<file path="src/rtl/full_subtractor_reg.sv">
// full_subtractor_reg
//   Ripple-borrow subtractor computing A - B - Bin over WIDTH bits, with all
//   results registered. Captures only on cycles where in_valid is high and
//   presents the result one clock later, strobed by out_valid.
//
// Parameters:
//   WIDTH        operand/difference width in bits (1..64)
//
// Ports:
//   clk          rising-edge clock
//   rst_n        asynchronous active-low reset
//   in_valid     operands valid this cycle
//   A            minuend
//   B            subtrahend
//   Bin          borrow-in to bit 0
//   difference   registered (A - B - Bin) mod 2^WIDTH
//   Bout         registered borrow-out of the MSB
//   borrow_chain registered borrow-out of every bit (MSB equals Bout)
//   overflow     registered signed overflow (always 0 when WIDTH == 1)
//   out_valid    high for one cycle per captured operand set
module full_subtractor_reg #(
    parameter int unsigned WIDTH = 1
) (
    input  logic             clk,
    input  logic             rst_n,
    input  logic             in_valid,
    input  logic [WIDTH-1:0] A,
    input  logic [WIDTH-1:0] B,
    input  logic             Bin,
    output logic [WIDTH-1:0] difference,
    output logic             Bout,
    output logic [WIDTH-1:0] borrow_chain,
    output logic             overflow,
    output logic             out_valid
);

    logic [WIDTH-1:0] diff_next;
    logic [WIDTH-1:0] borrow_next;
    logic             overflow_next;

    // Ripple the borrow through a local variable so each bit sees the
    // borrow of the bit below within the same evaluation.
    always_comb begin
        logic borrow_in;
        borrow_in   = Bin;
        diff_next   = '0;
        borrow_next = '0;
        for (int unsigned i = 0; i < WIDTH; i++) begin
            diff_next[i]   = A[i] ^ B[i] ^ borrow_in;
            borrow_next[i] = (~A[i] & B[i]) | (~(A[i] ^ B[i]) & borrow_in);
            borrow_in      = borrow_next[i];
        end
    end

    // Signed overflow is the XOR of the borrows into and out of the sign bit;
    // a single-bit subtractor has no separate sign bit, so it is tied low.
    generate
        if (WIDTH >= 2) begin : g_ovf
            assign overflow_next = borrow_next[WIDTH-1] ^ borrow_next[WIDTH-2];
        end else begin : g_no_ovf
            assign overflow_next = 1'b0;
        end
    endgenerate

    // Data registers load only on in_valid, so undefined operands on idle
    // cycles never reach the outputs.
    always_ff @(posedge clk or negedge rst_n) begin
        if (!rst_n) begin
            difference   <= '0;
            Bout         <= 1'b0;
            borrow_chain <= '0;
            overflow     <= 1'b0;
            out_valid    <= 1'b0;
        end else begin
            out_valid <= in_valid;
            if (in_valid) begin
                difference   <= diff_next;
                Bout         <= borrow_next[WIDTH-1];
                borrow_chain <= borrow_next;
                overflow     <= overflow_next;
            end
        end
    end

endmodule

</file>
<file path="config.mk">
export PLATFORM = sky130hd
export DESIGN_NAME = full_subtractor_reg
export DESIGN_NICKNAME = d
export VERILOG_FILES = /design/src/rtl/full_subtractor_reg.sv
export SDC_FILE = /design/constraint.sdc
export NUM_CORES = 1
export LEC_CHECK = 0
export BUFFER_PORTS_ARGS = -buffer_cell sky130_fd_sc_hd__buf_2
export CORE_AREA = 8 8 45 47
export DETAILED_ROUTE_END_ITERATION = 6
export DIE_AREA = 0 0 53 55
export SLEW_MARGIN = 20
export SYNTH_ARGS = -nofsm -noshare
export SYNTH_HDL_FRONTEND = slang
export SYNTH_SLANG_ARGS = --single-unit
</file>
<file path="constraint.sdc">
create_clock -name clk -period 2.4 [get_ports clk]
set_clock_uncertainty 0.1 [all_clocks]
set_input_delay 0.12 -clock clk [delete_from_list [all_inputs] [get_ports clk]]
set_output_delay 0.12 -clock clk [all_outputs]
set_load 0.03 [all_outputs]
</file>
Word-level counts from Yosys, hierarchy flattened
Cells that the tools add are included.

Bitwise gates (word level): 7.

Operators with widths (count): $and A1 B1 Y1 (2); $not A1 Y1 (2); $xor A1 B1 Y1 (2); $or A1 B1 Y1 (1).

Register bits after elaboration: 3. Word-level logic and storage cells: 10.

Depth between registers and ports, before layout
Gate-level depths: netlist (run 1).

Word-level depth: 4. Depth in mapped cells: 3.

Worst setup path after synthesis (run 1)
No wires, ideal clock.

Kind: input-to-reg. Start: in B. End: reg difference. Data arrival time: 0.837 ns. Required time: 2.175 ns. Slack: 1.338 ns. Stages: 3. Path buffers: 0. Cells stage by stage: inv_1 -> fa_1 -> mux2_4.

Longest elaborated chain between the ends: 2.

Ends and longest elaborated chain: from (decl) (RTL line 28) `input logic [WIDTH-1:0] B,`; $xor A1 B1 Y1 (2 in series) (RTL line 49) `diff_next[i] = A[i] ^ B[i] ^ borrow_in;`; named net diff_next (RTL line 37) `logic [WIDTH-1:0] diff_next;`; to (signal assigned) (RTL line 77) `difference <= diff_next;`; to (decl) (RTL line 30) `output logic [WIDTH-1:0] difference,`.

The timed path passes the listed nets, and every way through them passes these cells. A chain may end at the register's enable or synchronous reset.

Worst setup path after layout (run 1)
Start: in in_valid. End: reg difference.

RTL lines: from (decl) (RTL line 26) `input logic in_valid,`.

No word-level cell between the ends.

==> impl_metrics.toml, run 1 <==
[final_layout]
multi_input_area_um2 = 47.5
diodes = 0
layout_common_cells = "buf_2 (9), dfrtp_1 (3), clkbuf_4 (3)"
layout_commonest_cell = "buf_2"
final_cells = 41
fin_nets = 33
drive_above_1_share = 0.520
post-route-cell-area_um2 = 241
area_delta_synth_final_pct = 66.4
fill_cells = 160
area.sequential_um2 = 75.1

[synthesis]
syn_area_per_cell_um2 = 12.1
ys.warnings.count = 0
synth_nets = 19
ys_ff_latch = 3
yosysSeqAreaShare = 0.517
synth_cell_types = 8
synthCells = 12
synth_area_um2 = 145

[worst_setup_path]
rrSetupSlack_ps = 1550
worstPathArrival_ps = 1090
r2r_end = "difference"
critPathMaxFanout = 4
reg2reg_depth = 1
critPathCaptureType = "flop"
required_ps = 2410
cp-start-kind = "input pin"
r2r_start = "difference"
path_class = "input pin to flop"

[cts]
cts_made_buffers = 3
cts_root_buffer = "clkbuf_4"
clk_pin_slew_worst_paths_ps = 30
clock-sinks = 3
cts_tree = "yes"
cts.htree.levels = 1
cts_max_path_buffers = 2
insertion_delay_ps = 230
cts_resized = 0

[global_route]
track_usage = 0.0339
grt_max_degree = 5
overflow = 0
grt_pass1_vias = 139
grt_pass1_wl_um = 586
antenna_found_initial = 0

[placed_design]
dp_hpwl_um = 305
gp_congestion = 0.581
placedCellCount = 35
port_buffers = 9
place_area_um2 = 195

[outcome]
status = "complete, no violations"

[sta]
clock.fmax_mhz = 928
drv_slew = 0
period_minus_slack_ps = 1080
period_share = 0.449
fin_tns_setup_ps = 0
timing.hold.ws_ps = 111
hold_viol = 0
rsz0062_at_grt = "false"
report.final.setup_viol = 0

[power_and_ir_drop]
p_leak_nw = 0.125
peakVddDrop_v = 0.000110
total_power_uw = 191
p_per_area_nw_per_um2 = 791

[floorplan]
dieArea_um2 = 2920
fp.dieW_um = 53
core_area_um2 = 1380
ios = 11
start_util = 0.105
placementRows = 14
die_y_um = 55

[route]
antenna_left = 0
dr_total_vias = 127
wl_um = 349
drtPass1Iterations = 3
viasPerCell = 3.10
drtIter0Drc = 2
drc = 0
wl_per_cell_um = 8.51

[run]
drv_cap = 0

[worst_hold_path]
worstHoldPathType = "input pin to asynchronous set/reset pin"
synth_stat cells:
master	instances	area (um2)
a21oi_1	1	5.00
buf_4	2	15.0
conb_1	1	3.75
dfrtp_1	3	75.1
fa_1	1	20.0
inv_1	2	7.51
mux2_4	1	15.0
nor2_1	1	3.75
stage by stage:
stage,setup WS [ps],utilization
after floorplan,1340,-
after global placement,1230,0.141
after detailed placement,1220,0.141
after CTS,1320,0.175
after global routing,1300,0.175
final,1320,0.175
area by class of cell:
class	count	share of cell area
clock buffers	4	0.109
flip-flops and latches	3	0.311
multi-input cells	5	0.197
inverters	2	0.0311
repair buffers	11	0.269
well taps	16	0.0829
worst max-delay path by stage:
stage	from	endpoint	cells past startpoint
after detailed placement	B	difference	4
after floorplan	B	difference	3
after global routing	in_valid	difference	3
after CTS	in_valid	difference	3
after global placement	A	difference	3
final	in_valid	difference	3
state kept, by name, summed over array words and instances (netlist names):
register    flops
Bout            1
difference      1
out_valid       1
repair_timing:
| item | in CTS | in global routing |
|---|---|---|
| hold buffers | 2 | 0 |
| setup endpoints to repair | 0 | 0 |
| buffers inserted | 0 | 0 |
| endpoints found under the hold margin | 4 | 0 |
per-layer routing:
layer / part of all wire / track usage / vias up
met1: 0.29 / 0.0260 / 58
met3: 0.12 / 0.0187 / 4
li1: - / - / 57
met4: 0.080 / 0.0776 / 0
met5: 0 / 0 / -
met2: 0.50 / 0.0391 / 8
logic make-up (layout without fill, tap and decap cells):
kind of cell	count (synthesis)	count (layout)	synth area share
and+or+nand+nor	1	1	0.0258
other	1	1	0.0258
muxes	1	1	0.103
DFF	3	3	0.517
buffers and inverters	4	17	0.155
adders and majority gates	1	1	0.138
AOI/OAI and AO/OA	1	1	0.0344
critical path, cell delays in order:
cell and delay, ps:
dlygate4sd3_1 530, buf_2 150, mux2_4 290
report_power, final:
group	internal [mW]	leakage (nW)	switching, mW
logic	0.0172	0.0759	0.0276
clock network	0.0622	0.0150	0.0242
registers	0.0569	0.0345	0.00300
No activity file was read; power rests on OpenSTA's default activity.
==> run 2: changes to the inputs <==
==> constraint.sdc (replaced) <==
create_clock -name clk -period 0.9 [get_ports clk]
set_clock_uncertainty 0.1 [all_clocks]
set_input_delay 0.045 -clock clk [delete_from_list [all_inputs] [get_ports clk]]
set_output_delay 0.045 -clock clk [all_outputs]
set_load 0.03 [all_outputs]
==> run 2 against run 1 <==
  * The run now ends with negative setup slack left
  * Largest power group unchanged
  * Register-to-register slack worse by 1500 ps
  * Combinational power grew to 3.6 times the previous value
  * Clock-buffer cell count stayed put
  * Worst setup slack worse by 1400 ps
  * Cell count is 2.4% higher
  * Sequential power grew to 2.8 times the previous value
  * Critical endpoint is now Bout
  * Sequential share of layout area is 4.6 points lower
  * Design area is 19% higher
  * Routed wire length is 8.0% higher
  * Die area stayed put
  * Worst hold slack worse by 100 ps
  * Largest cell class is now non-clock buffers
  * Total power grew to 2.9 times the previous value
==> impl_metrics.toml, run 2 (same netlist as run 1, synthesis figures left out) <==
[worst_hold_path]
worstHoldPathType = "input pin to flop"

[sta]
clock.fmax_mhz = 1080
timing.hold.ws_ps = 10.3
report.final.setup_viol = 3
rsz0062_at_grt = "true"
drv_slew = 0
period_minus_slack_ps = 930
hold_viol = 0
period_share = 1.03
setup_ws_ps = -29.9

[floorplan]
dieArea_um2 = 2920
start_util = 0.105
die_y_um = 55
core_area_um2 = 1380
placementRows = 14
ios = 11
fp.dieW_um = 53

[route]
wl_per_cell_um = 8.98
antenna_left = 0
viasPerCell = 2.93
wl_um = 377
drc = 0
drtIter0Drc = 1
drtPass1Iterations = 2
dr_total_vias = 123

[worst_setup_path]
slowest_stage = "dfrtp_1"
critical_path.top_delay_family = "flip-flops"
worstPathArrival_ps = 780
path_class = "flop to output pin"
cp_cell_sequence = "buf_6"
required_ps = 750
critPathCaptureType = "output pin"
critPathBufInv = 1
cp-start-kind = "flop"
cpPeakStageDelay_ps = 400
critPathMaxFanout = 3

[outcome]
violations = "negative setup slack"
status = "finished with violations"

[global_route]
overflow = 0
grt_max_degree = 4
antenna_found_initial = 0
track_usage = 0.0384
grt_pass1_vias = 139
grt_pass1_wl_um = 593

[power_and_ir_drop]
total_power_uw = 562
p_leak_nw = 0.140
p_per_area_nw_per_um2 = 1950
peakVddDrop_v = 0.000288

[cts]
cts_max_path_buffers = 2
cts_tree = "yes"
cts_made_buffers = 3
clock-sinks = 3
cts.htree.levels = 1
clk_pin_slew_worst_paths_ps = 40
cts_root_buffer = "clkbuf_4"
insertion_delay_ps = 230

[run]
drv_cap = 0

[final_layout]
fin_nets = 34
final_cells = 42
area_delta_synth_final_pct = 98.3
layout_common_cells = "buf_2 (4), buf_6 (4), clkbuf_4 (3)"
top_regs = "Bout x1, difference x1, out_valid x1"
fin_util = 0.208
diodes = 0
drive_above_1_share = 0.654

[placed_design]
gp_congestion = 0.633
place_worst_setup_slack_ps = -265
placedCellCount = 35
port_buffers = 9
-- run 2: per-layer routing --
metal / global-route usage / vias to the layer above / part of all wire
li1: - / 60 / -
met1: 0.0292 / 50 / 0.40
met2: 0.0332 / 11 / 0.38
met3: 0.0348 / 2 / 0.14
met4: 0.0905 / 0 / 0.074
met5: 0 / - / 0
-- run 2: what timing repair did --
action | 4_1_cts | 5_1_grt
gates resized for setup | 9 | 1
pin swaps | 0 | 0
cloned | 0 | 0
hold buffers | 2 | 0
setup buffers | 0 | 1
endpoints found under the hold margin | 5 | 0
endpoints found under the setup margin | 5 | 4
-- run 2: where the power goes --
group	internal, mW	switching [mW]
Clock	0.166	0.0688
Sequential	0.153	0.0128
Combinational	0.0802	0.0803
-- run 2: per-stage QoR --
stage | cell area (um2) | TNS, ps
floorplan | 154 | -88.1
global placement | 204 | -317
detailed placement | 204 | -325
CTS | 278 | -138
global route | 288 | -224
finish | 288 | -72.0
-- run 2: worst paths after layout --
check                      cells past startpoint       start    endpoint  slack [ps]
hold reg to reg                                1  difference  difference         420
setup reg to reg                               1  difference  difference          20
setup / recovery                               1        Bout        Bout         -30
max in group asynchronous                      2       rst_n  difference         550
hold / removal                                 2    in_valid  difference          10
min in group asynchronous                      2       rst_n   out_valid          30
-- run 2: cell type report --
type | instances | area (um2)
Tap cell | 16 | 20.0
Clock buffer | 4 | 26.3
Fill cell | 155 | 1100
Sequential cell | 3 | 76.3
Multi-Input combinational cell | 5 | 50.0
Inverter | 2 | 15.0
Timing Repair Buffer | 12 | 100
